### src/rtl/usb_fs_line_tx_pkg.sv
// Shared definitions for the full-speed USB line transmitter:
// line states, FSM encoding, SYNC pattern, stuffing threshold and the NRZI step.
package usb_fs_line_tx_pkg;

    localparam logic [1:0] LINE_J   = 2'b10;
    localparam logic [1:0] LINE_K   = 2'b01;
    localparam logic [1:0] LINE_SE0 = 2'b00;

    localparam logic [7:0] SYNC_PATTERN    = 8'h80;
    localparam logic [2:0] STUFF_THRESHOLD = 3'd6;

    typedef enum logic [2:0] {
        ST_IDLE    = 3'd0,
        ST_SYNC    = 3'd1,
        ST_DATA    = 3'd2,
        ST_EOP_SE0 = 3'd3,
        ST_EOP_J   = 3'd4
    } tx_state_e;

    // A 0 bit toggles J<->K, a 1 bit holds the current line state.
    function automatic logic [1:0] nrzi_next(input logic [1:0] line, input logic data_bit);
        logic [1:0] res;
        if (data_bit) begin
            res = line;
        end else begin
            res = (line == LINE_J) ? LINE_K : LINE_J;
        end
        return res;
    endfunction

endpackage

### src/rtl/usb_fs_bit_strobe.sv
// Bit-time divider: one-cycle strobe in the last clock of every bit time,
// plus a pre-strobe one clock earlier so callers can register outputs aligned to the strobe.
module usb_fs_bit_strobe #(
    parameter int CLKS_PER_BIT = 4
) (
    input  logic clk,
    input  logic reset,
    input  logic enable,
    input  logic restart,
    output logic strobe,
    output logic pre_strobe
);

    localparam int CW = (CLKS_PER_BIT > 2) ? $clog2(CLKS_PER_BIT) : 1;
    localparam logic [CW-1:0] LAST_CNT = CW'(CLKS_PER_BIT - 1);
    localparam logic [CW-1:0] PRE_CNT  = CW'(CLKS_PER_BIT - 2);

    logic [CW-1:0] cnt_q;
    logic [CW-1:0] cnt_d;
    logic          strobe_q;
    logic          pre_strobe_q;
    logic          run_s;

    // Next count: restart to zero at packet start, wrap every bit time while running.
    always_comb begin
        cnt_d = cnt_q;
        run_s = restart | enable;
        if (restart) begin
            cnt_d = '0;
        end else if (enable) begin
            cnt_d = (cnt_q == LAST_CNT) ? '0 : cnt_q + CW'(1);
        end else begin
            cnt_d = '0;
        end
    end

    // Counter and registered strobes.
    always_ff @(posedge clk) begin
        if (reset) begin
            cnt_q        <= '0;
            strobe_q     <= 1'b0;
            pre_strobe_q <= 1'b0;
        end else begin
            cnt_q        <= cnt_d;
            strobe_q     <= run_s & (cnt_d == LAST_CNT);
            pre_strobe_q <= run_s & (cnt_d == PRE_CNT);
        end
    end

    assign strobe     = strobe_q;
    assign pre_strobe = pre_strobe_q;

endmodule

### src/rtl/usb_fs_line_tx.sv
// Full-speed USB line transmitter: SYNC, NRZI with bit stuffing, then EOP,
// fed by a valid/ready byte stream with a one-cycle load slot per byte.
module usb_fs_line_tx
    import usb_fs_line_tx_pkg::*;
#(
    parameter int CLKS_PER_BIT = 4
) (
    input  logic       clk_48mhz,
    input  logic       reset,
    input  logic [7:0] tx_data,
    input  logic       tx_valid,
    input  logic       tx_last,
    output logic       tx_ready,
    output logic       tx_busy,
    output logic       tx_underrun,
    output logic       usb_p_tx,
    output logic       usb_n_tx,
    output logic       usb_tx_en
);

    tx_state_e  state_q, state_d;
    logic [1:0] line_q, line_d;
    logic       tx_en_q, tx_en_d;
    logic       busy_q, busy_d;
    logic       ready_q, ready_d;
    logic       underrun_q, underrun_d;
    logic [6:0] shift_q, shift_d;
    logic [2:0] bit_cnt_q, bit_cnt_d;
    logic [2:0] ones_q, ones_d;
    logic       last_q, last_d;
    logic       eop_cnt_q, eop_cnt_d;

    logic       start_s;
    logic       strobe_s;
    logic       pre_strobe_s;
    logic       byte_done_s;
    logic       slot_owed_s;

    usb_fs_bit_strobe #(
        .CLKS_PER_BIT (CLKS_PER_BIT)
    ) u_bit_strobe (
        .clk        (clk_48mhz),
        .reset      (reset),
        .enable     (busy_q),
        .restart    (start_s),
        .strobe     (strobe_s),
        .pre_strobe (pre_strobe_s)
    );

    // Transmit FSM next-state: shift_q holds the not-yet-sent bits of the current byte,
    // bit_cnt_q the index of the data bit last put on the line.
    always_comb begin
        state_d     = state_q;
        line_d      = line_q;
        tx_en_d     = tx_en_q;
        busy_d      = busy_q;
        shift_d     = shift_q;
        bit_cnt_d   = bit_cnt_q;
        ones_d      = ones_q;
        last_d      = last_q;
        eop_cnt_d   = eop_cnt_q;
        ready_d     = 1'b0;
        underrun_d  = 1'b0;
        start_s     = 1'b0;
        byte_done_s = (bit_cnt_q == 3'd7) && (ones_q != STUFF_THRESHOLD);
        slot_owed_s = (state_q == ST_SYNC) || ((state_q == ST_DATA) && !last_q);

        case (state_q)
            ST_IDLE: begin
                line_d  = LINE_J;
                tx_en_d = 1'b0;
                busy_d  = 1'b0;
                if (tx_valid) begin
                    start_s   = 1'b1;
                    state_d   = ST_SYNC;
                    shift_d   = SYNC_PATTERN[7:1];
                    bit_cnt_d = 3'd0;
                    ones_d    = 3'd0;
                    last_d    = 1'b0;
                    line_d    = nrzi_next(LINE_J, SYNC_PATTERN[0]);
                    tx_en_d   = 1'b1;
                    busy_d    = 1'b1;
                end else begin
                    start_s = 1'b0;
                end
            end

            ST_SYNC, ST_DATA: begin
                if (strobe_s) begin
                    if (ones_q == STUFF_THRESHOLD) begin
                        // Stuff bit: toggle without advancing the shift register.
                        line_d = nrzi_next(line_q, 1'b0);
                        ones_d = 3'd0;
                    end else if (!byte_done_s) begin
                        shift_d   = {1'b0, shift_q[6:1]};
                        bit_cnt_d = bit_cnt_q + 3'd1;
                        line_d    = nrzi_next(line_q, shift_q[0]);
                        ones_d    = shift_q[0] ? ones_q + 3'd1 : 3'd0;
                    end else if (ready_q && tx_valid) begin
                        state_d   = ST_DATA;
                        shift_d   = tx_data[7:1];
                        bit_cnt_d = 3'd0;
                        last_d    = tx_last;
                        line_d    = nrzi_next(line_q, tx_data[0]);
                        ones_d    = tx_data[0] ? ones_q + 3'd1 : 3'd0;
                    end else begin
                        state_d    = ST_EOP_SE0;
                        line_d     = LINE_SE0;
                        eop_cnt_d  = 1'b0;
                        underrun_d = slot_owed_s;
                    end
                end else if (pre_strobe_s) begin
                    ready_d = slot_owed_s && byte_done_s;
                end else begin
                    ready_d = 1'b0;
                end
            end

            ST_EOP_SE0: begin
                if (strobe_s) begin
                    if (eop_cnt_q) begin
                        state_d = ST_EOP_J;
                        line_d  = LINE_J;
                    end else begin
                        eop_cnt_d = 1'b1;
                    end
                end else begin
                    eop_cnt_d = eop_cnt_q;
                end
            end

            ST_EOP_J: begin
                if (strobe_s) begin
                    state_d = ST_IDLE;
                    line_d  = LINE_J;
                    tx_en_d = 1'b0;
                    busy_d  = 1'b0;
                end else begin
                    state_d = ST_EOP_J;
                end
            end

            default: begin
                state_d = ST_IDLE;
                line_d  = LINE_J;
                tx_en_d = 1'b0;
                busy_d  = 1'b0;
            end
        endcase
    end

    // State and registered outputs; reset abandons any packet in flight.
    always_ff @(posedge clk_48mhz) begin
        if (reset) begin
            state_q    <= ST_IDLE;
            line_q     <= LINE_J;
            tx_en_q    <= 1'b0;
            busy_q     <= 1'b0;
            ready_q    <= 1'b0;
            underrun_q <= 1'b0;
            shift_q    <= 7'd0;
            bit_cnt_q  <= 3'd0;
            ones_q     <= 3'd0;
            last_q     <= 1'b0;
            eop_cnt_q  <= 1'b0;
        end else begin
            state_q    <= state_d;
            line_q     <= line_d;
            tx_en_q    <= tx_en_d;
            busy_q     <= busy_d;
            ready_q    <= ready_d;
            underrun_q <= underrun_d;
            shift_q    <= shift_d;
            bit_cnt_q  <= bit_cnt_d;
            ones_q     <= ones_d;
            last_q     <= last_d;
            eop_cnt_q  <= eop_cnt_d;
        end
    end

    assign usb_p_tx    = line_q[1];
    assign usb_n_tx    = line_q[0];
    assign usb_tx_en   = tx_en_q;
    assign tx_busy     = busy_q;
    assign tx_ready    = ready_q;
    assign tx_underrun = underrun_q;

endmodule

### config.mk
export PLATFORM = sky130hd
export DESIGN_NAME = usb_fs_line_tx
export DESIGN_NICKNAME = d
export VERILOG_FILES = /design/src/rtl/usb_fs_line_tx_pkg.sv /design/src/rtl/usb_fs_bit_strobe.sv /design/src/rtl/usb_fs_line_tx.sv
export SDC_FILE = /design/constraint.sdc
export NUM_CORES = 1
export LEC_CHECK = 0
export BUFFER_PORTS_ARGS = -buffer_cell sky130_fd_sc_hd__buf_4
export CELL_PAD_IN_SITES_DETAIL_PLACEMENT = 0
export CELL_PAD_IN_SITES_GLOBAL_PLACEMENT = 1
export CORE_MARGIN = 5
export CORE_UTILIZATION = 30
export CTS_CLUSTER_DIAMETER = 60
export DETAILED_ROUTE_END_ITERATION = 8
export GPL_TIMING_DRIVEN = 0
export PLACE_DENSITY = 0.69
export SLEW_MARGIN = 20
export SYNTH_ARGS = -nofsm -noshare
export SYNTH_HDL_FRONTEND = slang
export SYNTH_SLANG_ARGS = --single-unit
### constraint.sdc
create_clock -name clk_48mhz -period 2.3 [get_ports clk_48mhz]
set_input_delay 0.46 -clock clk_48mhz [delete_from_list [all_inputs] [get_ports clk_48mhz]]
set_output_delay 0.46 -clock clk_48mhz [all_outputs]
set_load 0.05 [all_outputs]
* Word-level counts from Yosys, hierarchy flattened
Cells that the tools add are included.
** Operators by class
- Add/sub/neg operators :: 3
- Eq/ne operators :: 24
- Multiplexer cells :: 59
- Bitwise operators :: 8
- Reduce and logical (&&, ||, !) cells :: 20
** Operators by type and width (number)
- $mux W3 :: 18
- $mux W7 :: 5
- $mux W2 :: 14
- $reduce_and A6 Y1 :: 4
- $mux W1 :: 14
- $pmux W7 S2 :: 1
- $ne A2 B2 Y1 const B :: 6
- $pmux W3 S2 :: 2
- $pmux W3 S4 :: 1
- $eq A3 B3 Y1 const B :: 3
- $eq A2 B2 Y1 const B :: 4
- $ne A4 B4 Y1 const B :: 2
- $pmux W2 S4 :: 1
- $add A3 B1 Y3 const B :: 2
- $eq A3 B2 Y1 const B :: 2
- $ne A2 B1 Y1 const B :: 3
- $ne A3 B3 Y1 const B :: 2
- $reduce_or A6 Y1 :: 1
- $ne A5 B5 Y1 const B :: 1
- $not A1 Y1 :: 5
- $reduce_and A5 Y1 :: 1
- $logic_and A1 B1 Y1 :: 4
- $pmux W1 S2 :: 2
- $reduce_and A4 Y1 :: 1
- 13 further kinds :: 15
** Word-level totals
- Register bits :: 27
- Input bits :: 12

* Depth between registers and ports, before layout
Gate-level depths: netlist of run 1.
- Word-level depth :: 8
- Mapped depth :: 8

* Modules after synthesis
Synthesis of run 1 repeated with hierarchy kept, for this count alone.
** Second synthesis, totals
- Cells, all modules :: 187
- Area total of the unflattened synthesis :: 1476.4 sq um
** By module, submodules not included
- usb_fs_line_tx :: instances 1, cells each 176, area each 1322.5 sq um, seq. area each 460.4 sq um
- usb_fs_bit_strobe :: instances 1, cells each 11, area each 153.9 sq um, seq. area each 80.1 sq um

* Worst setup path after synthesis of run 1
OpenSTA, ideal clock, no wires.
- Path kind :: register to register
- Start point :: register bit_cnt_q[0]
- End point :: register eop_cnt_q
- Setup time :: 128 ps
- Data arrival time :: 1716 ps
- Data required time :: 2172 ps
- Setup slack :: 457 ps
- Cell stages (with the launch flop) :: 9
- Buffers on the path :: 1
- Path through :: dfxtp_1 ha_1 ha_1 a21boi_1 buf_2 nand2_1 or3_1 a21oi_1 nor2_1
** On the way
- Word-level cells in the longest chain between the ends :: 4
** Ends and longest elaborated chain
- start: declaration :: RTL line usb_fs_line_tx.sv:28 : logic [2:0] bit_cnt_q, bit_cnt_d;
- start signal: assignment :: RTL line usb_fs_line_tx.sv:174 : bit_cnt_q <= bit_cnt_d;
- $eq A3 B3 Y1 :: RTL line usb_fs_line_tx.sv:65 : byte_done_s = (bit_cnt_q == 3'd7) && (ones_q != STUFF_THRESHOLD);
- $logic_and A1 B1 Y1 :: RTL line usb_fs_line_tx.sv:65
- $ne A2 B2 Y1 (no source line)
- $reduce_and A6 Y1 (no source line)
- end signal: assignment :: RTL line usb_fs_line_tx.sv:177 : eop_cnt_q <= eop_cnt_d;
- end: declaration :: RTL line usb_fs_line_tx.sv:31 : logic eop_cnt_q, eop_cnt_d;
Every way passes these cells.
A chain may end at the register's enable or synchronous reset.

* Worst setup path in the final report of run 1
Same ends and word-level chain as after synthesis.

==> results.json, run 1 <==
{
  "cpPeakStageDelay_ps": 350,
  "path_class": "register to register",
  "syn_to_final_growth_pct": 18.3,
  "path_buf_inv": 1,
  "synth_area_um2": 1450,
  "pin_count": 18,
  "drv_slew": 0,
  "p_leak_uw": 0.000615,
  "synth_compound_area_share_pct": 26.3,
  "power_density_nw_per_um2": 1060,
  "dpl.hpwl_um": 2650,
  "synth_seq_cells": 27,
  "finalWirelength_um": 3610,
  "grt_pass1_vias": 1292,
  "synthMuxAreaShare_pct": 6.73,
  "synth_xor_area_share_pct": 1.73,
  "first_iter_violations": 59,
  "cp.arrival_ps": 2220,
  "route.detailed.drc": 0,
  "start_util_pct": 30.7,
  "grt_max_degree": 17,
  "hp-class": "register to register",
  "clk_pin_slew_ps": 100,
  "dp_slack_ps": 201,
  "synth_fp_nets": 183,
  "yosys_most_used_dff": "dfxtp_1",
  "synth_fa_ha_area_share_pct": 3.45,
  "postCtsSetupBuffers": 0,
  "fin_ws_ps": 244,
  "cap_violations": 0,
  "cp.required_ps": 2460,
  "cpMostUsedCell": "ha_1",
  "synth.avg_cell_area_um2": 8.68,
  "ys.warnings.count": 0,
  "cts_root_buffer": "clkbuf_8",
  "worstSetupStartpointType": "register",
  "hold_viol": 0,
  "vias_per_cell": 5.09,
  "numCtsBuffers": 3,
  "rsz0062_at_grt": "no",
  "cp_cell_sequence": "ha_1, ha_1, a21boi_2, buf_2, nand2_1, or3_1, a21oi_1, nor2_1",
  "fin_area_um2": 1720,
  "synth_cells": 167,
  "layout.nets": 205,
  "cts_tree": "built",
  "antenna_found_initial": 0,
  "diodes": 0,
  "coreArea_um2": 4720,
  "drive_gt1_share_pct": 22.3,
  "worstMarginPinSlew_ps": 682,
  "ys_seq_area_share_pct": 37.3,
  "gr-total-overflow": 0,
  "cp-end-kind": "register",
  "total_power_uw": 1820,
  "placed_cell_area_um2": 1660,
  "finalSetupViolCount": 0,
  "fin_skew_ps": 13.8,
  "cts-resized-gates": 0,
  "avgRoutedWirePerCell_um": 14.2,
  "max_freq_ghz": 0.486,
  "cts_hold_buf": 0,
  "synthArstFlopShare_pct": 0,
  "finalSetupTns_ps": 0,
  "grt_usage_pct": 11.9,
  "irDropWorstVdd_uv": 671,
  "period_share_pct": 89.4,
  "synth_top_family_by_area": "compound AO/OA/AOI/OAI gates",
  "vias": 1298,
  "clock_path_buffers": 2,
  "fin_crit_ps": 2060,
  "drtPass1Iterations": 4,
  "insertion_delay_ps": 280,
  "core.rowCount": 25,
  "gp_congestion": 0.811,
  "final.fill_count": 517,
  "portBuffers": 17,
  "synth_cell_types": 47,
  "die_y_um": 79.5,
  "grt_pass1_wl_um": 6000,
  "die_w_um": 79.5,
  "synth-simple-area-share_pct": 19.4,
  "cts_sinks": 27,
  "dieArea_um2": 6320,
  "cts_htree_levels": 1,
  "whs_ps": 471,
  "status": "completed",
  "critical-path-top-delay-family": "simple AND/OR/NAND/NOR gates",
  "slew_headroom_pct": 54.5,
  "final_antenna_net_count": 0,
  "slowest_stage": "dfxtp_1",
  "cp_max_fo": 10,
  "synth_edf_count": 0
}
==> Yosys cell counts (3+ instances only) <==
library cell  count  area share, %
a21oi_1          19            6.6
nor2_1            8            2.1
a2111oi_0         3            1.8
inv_1             6            1.6
dfxtp_1          27             37
mux2i_1           3            2.1
or3_1             4            1.7
o21ai_0          15            5.2
clkbuf_1          3           0.78
nand3_1           6            2.1
nand2b_1          3            1.3
ha_1              4            3.5
nand2_1           9            2.3
nand4_1           8            3.5
mux2_2            6            4.7
nor3_1            4            1.4
==> final timing paths <==
path | end | from | slack (ps) | depth (start not counted)
worst min-delay path | u_bit_strobe.pre_strobe | u_bit_strobe.cnt_q[1] | 470 | 1
worst max-delay path | eop_cnt_q | bit_cnt_q[0] | 240 | 8
worst min register to register | u_bit_strobe.pre_strobe | u_bit_strobe.cnt_q[1] | 470 | 1
worst max register to register | eop_cnt_q | bit_cnt_q[0] | 240 | 8
==> report_power, final <==
| group | internal [uW] | leakage (uW) | switching, uW | total (uW) |
|---|---|---|---|---|
| clock | 123 | 0.0000217 | 154 | 277 |
| combinational | 330 | 0.000374 | 644 | 974 |
| sequential | 527 | 0.000219 | 37.1 | 564 |
| total | 980 | 0.000615 | 835 | 1820 |
==> flip-flops by register name, summed over array words and instances (netlist names) <==
| register | cells |
|---|---|
| tx_ready | 1 |
| u_bit_strobe.pre_strobe | 1 |
| state_q | 3 |
| eop_cnt_q | 1 |
| bit_cnt_q | 3 |
| tx_busy | 1 |
| u_bit_strobe.strobe | 1 |
| line_q | 2 |
| ones_q | 3 |
| u_bit_strobe.cnt_q | 2 |
| shift_q | 7 |
| tx_underrun | 1 |
| last_q | 1 |
==> routing by layer <==
layer	up-vias	share of wire (%)	track usage (%)
met1	599	50	16.7
met2	30	45	17.7
met5	-	0	0
met3	2	4.6	2.03
met4	0	1.1	4.81
li1	667	-	-
==> placed cells by master (no fill, tap or decap), types with 3 or more instances in the layout <==
master	count
a21oi_1	19
clkbuf_8	3
clkbuf_1	3
ha_1	4
nand4_1	8
nor2_1	8
inv_1	6
mux2i_1	3
dfxtp_1	27
nand2b_1	3
or3_1	4
buf_4	18
nand3_1	6
nand2_1	9
mux2_2	6
nor3_1	4
o21ai_0	15
==> cells by family (layout without fill, tap and decap cells) <==
kind of cell	Yosys count	count (layout)
compound gates	59	59
simple gates	52	52
flops	27	27
buf+inv	14	35
mux	9	9
fa+ha+maj	4	4
xor+xnor	2	2
==> per-stage QoR <==
| step | std cells | utilization, % |
|---|---|---|
| 3_3_place_gp | 251 | 35.2 |
| 4_1_cts | 255 | 36.2 |
| 2_1_floorplan | 167 | - |
| 3_5_place_dp | 251 | 35.2 |
| 6_report | 255 | 36.3 |
| 5_1_grt | 255 | 36.3 |
==> area by class of cell <==
type	instances	area (um2)	area share [%]
buffer	8	51.3	2.99
clock buffer	3	41.3	2.41
clock inverter	1	7.51	0.438
inverter	6	22.5	1.31
multi-input combinational	126	841	49.0
sequential	27	541	31.5
tap	67	83.8	4.89
timing repair buffer	17	128	7.44
(Power assumes the default switching activity.)
==> run 2: changes to the inputs <==
- PLACE_DENSITY: 0.69 -> 0.71
- REMOVE_ABC_BUFFERS: default -> 1
- clock period: 2.3 -> 1.85 ns (I/O delays scaled with it)
==> results.json, run 2 (synthesized netlist as in run 1, its figures left out) <==
{
  "diodes": 0,
  "die_y_um": 79.5,
  "cap_violations": 0,
  "rr_worst_depth": 4,
  "total_power_uw": 2400,
  "syn_to_final_growth_pct": 26.1,
  "path_class": "register to register",
  "cts_sinks": 27,
  "holdPathEnd": "shift_q[6]",
  "gp_congestion": 0.743,
  "numCtsBuffers": 3,
  "power_density_nw_per_um2": 1310,
  "avgRoutedWirePerCell_um": 14.5,
  "met1Wirelength_um": 1890,
  "insertion_delay_ps": 280,
  "sw_frac_of_total_pct": 47.1,
  "die_w_um": 79.5,
  "worstMarginPinSlew_ps": 451,
  "combPwrFrac_pct": 52.6,
  "r2r-end": "tx_ready",
  "hp-class": "input pin to register",
  "grt_pass1_wl_um": 6140,
  "p_leak_uw": 0.000606,
  "cts_tree": "built",
  "first_iter_violations": 52,
  "pwr-share-clk_pct": 14.9,
  "seqPwrFrac_pct": 32.5,
  "period_share_pct": 95.6,
  "rrSetupSlack_ps": 80,
  "worstHoldPathCells": 3,
  "p_switching_uw": 1130,
  "drtPass1Iterations": 4,
  "cts_root_buffer": "clkbuf_8",
  "max_freq_ghz": 0.566,
  "dpl.hpwl_um": 2460,
  "clk_pin_slew_ps": 100,
  "route.detailed.drc": 0,
  "clock_path_buffers": 2,
  "finalWirelength_um": 3630,
  "slew_headroom_pct": 69.1,
  "finalSetupViolCount": 0,
  "final_cell_mix": "21 x dfxtp_1, 19 x buf_4, 18 x a21oi_1",
  "fin_area_um2": 1830,
  "top_layer": "met4",
  "antenna_found_initial": 0,
  "gr-total-overflow": 0,
  "route.met2.wl_um": 1570,
  "status": "completed",
  "cp_cell_sequence": "xor2_4, and2_2, nand2_1, a2111oi_0",
  "p_int_uw": 1270,
  "cp.arrival_ps": 1900,
  "coreArea_um2": 4720,
  "layout.nets": 200,
  "portBuffers": 17,
  "final_common_cell": "dfxtp_1",
  "final_antenna_net_count": 0,
  "start_util_pct": 30.7,
  "irDropWorstVdd_uv": 1110,
  "pin_count": 18,
  "slowest_stage": "dfxtp_4",
  "vias": 1314,
  "whs_ps": 377,
  "cp.required_ps": 1990,
  "largest_reg_flops": 7,
  "hold_start": "tx_data[7]",
  "fin_crit_ps": 1770,
  "hold_viol": 0,
  "core.rowCount": 25,
  "cts_htree_levels": 1,
  "top_register": "shift_q",
  "reg2reg_from": "state_q[1]",
  "fin_skew_ps": 9.04,
  "grt_usage_pct": 12.1,
  "met3WireLength_um": 127,
  "drive_gt1_share_pct": 30.6,
  "rsz0062_at_grt": "yes",
  "drv_slew": 0,
  "worstSetupStartpointType": "register",
  "placed_cell_area_um2": 1610,
  "cpPeakStageDelay_ps": 470,
  "cp-end-kind": "register",
  "cp_max_fo": 11,
  "vias_per_cell": 5.26,
  "grt_pass1_vias": 1278,
  "grt_max_degree": 21,
  "dieArea_um2": 6320
}
==> run 2: cell types whose count changed in the layout (fill, tap and decap cells not counted), moves of 2 or more <==
| cell | before | now |
|---|---|---|
| dfxtp_1 | 27 | 21 |
| a31oi_1 | 2 | 0 |
| ha_4 | 0 | 2 |
| clkbuf_1 | 3 | 0 |
| buf_2 | 2 | 0 |
| dfxtp_2 | 0 | 5 |
| ha_1 | 4 | 2 |
==> run 2: area by class of cell <==
cell class              instances  area (um2)
fillers                       507        2890
multi-input cells             126         970
flip-flops and latches         27         551
repair buffers                 20         154
well taps                      67        83.8
clock buffers                   3        41.3
inverters                       6        22.5
clock inverters                 1        7.51
==> run 2: power groups by stage <==
stage	clock, uW	sequential (uW)	combinational (uW)
floorplan	0	846	697
global placement	0	761	1100
detailed placement	0	761	1090
CTS	370	773	1150
global route	399	796	1390
finish	359	780	1270
==> run 2: layer usage <==
layer	GRT usage [%]	vias to the layer above
met5	0	-
met4	3.61	0
met3	2.93	4
met2	18.3	25
met1	17.0	625
li1	-	660
==> run 2: what timing repair did <==
| item | in CTS | in global routing |
|---|---|---|
| hold buffers | 0 | 0 |
| resized for setup | 15 | 15 |
| pin swaps | 0 | 3 |
| endpoints found under the setup margin | 18 | 17 |
| setup buffers | 2 | 1 |
==> run 2: worst max-delay path: cells and delay by family, from the launching register on <==
kind,cells,cell delay (ps)
and+or+nand+nor,2,440
xor gates and xnor gates,1,270
AOI/OAI and AO/OA,1,450
DFF,1,470
==> run 2: worst max-delay path by stage <==
stage	slack, ps	endpoint	from
4_1_cts	0.5	eop_cnt_q	bit_cnt_q[0]
2_1_floorplan	-420	ones_q[2]	bit_cnt_q[0]
6_report	80	tx_ready	state_q[1]
3_5_place_dp	-1010	ones_q[2]	bit_cnt_q[0]
5_1_grt	-20	eop_cnt_q	bit_cnt_q[0]
3_3_place_gp	-1030	ones_q[2]	bit_cnt_q[0]
==> run 2: metrics by stage <==
step           cells  worst slack, ps  utilization, %  setup TNS [ps]
4_1_cts          249            0.492            37.2               0
5_1_grt          250            -18.2            38.7           -42.8
2_1_floorplan    159             -421               -           -1880
3_5_place_dp     243            -1010            34.1           -9890
6_report         250             81.8            38.7               0
3_3_place_gp     243            -1030            34.1          -10370
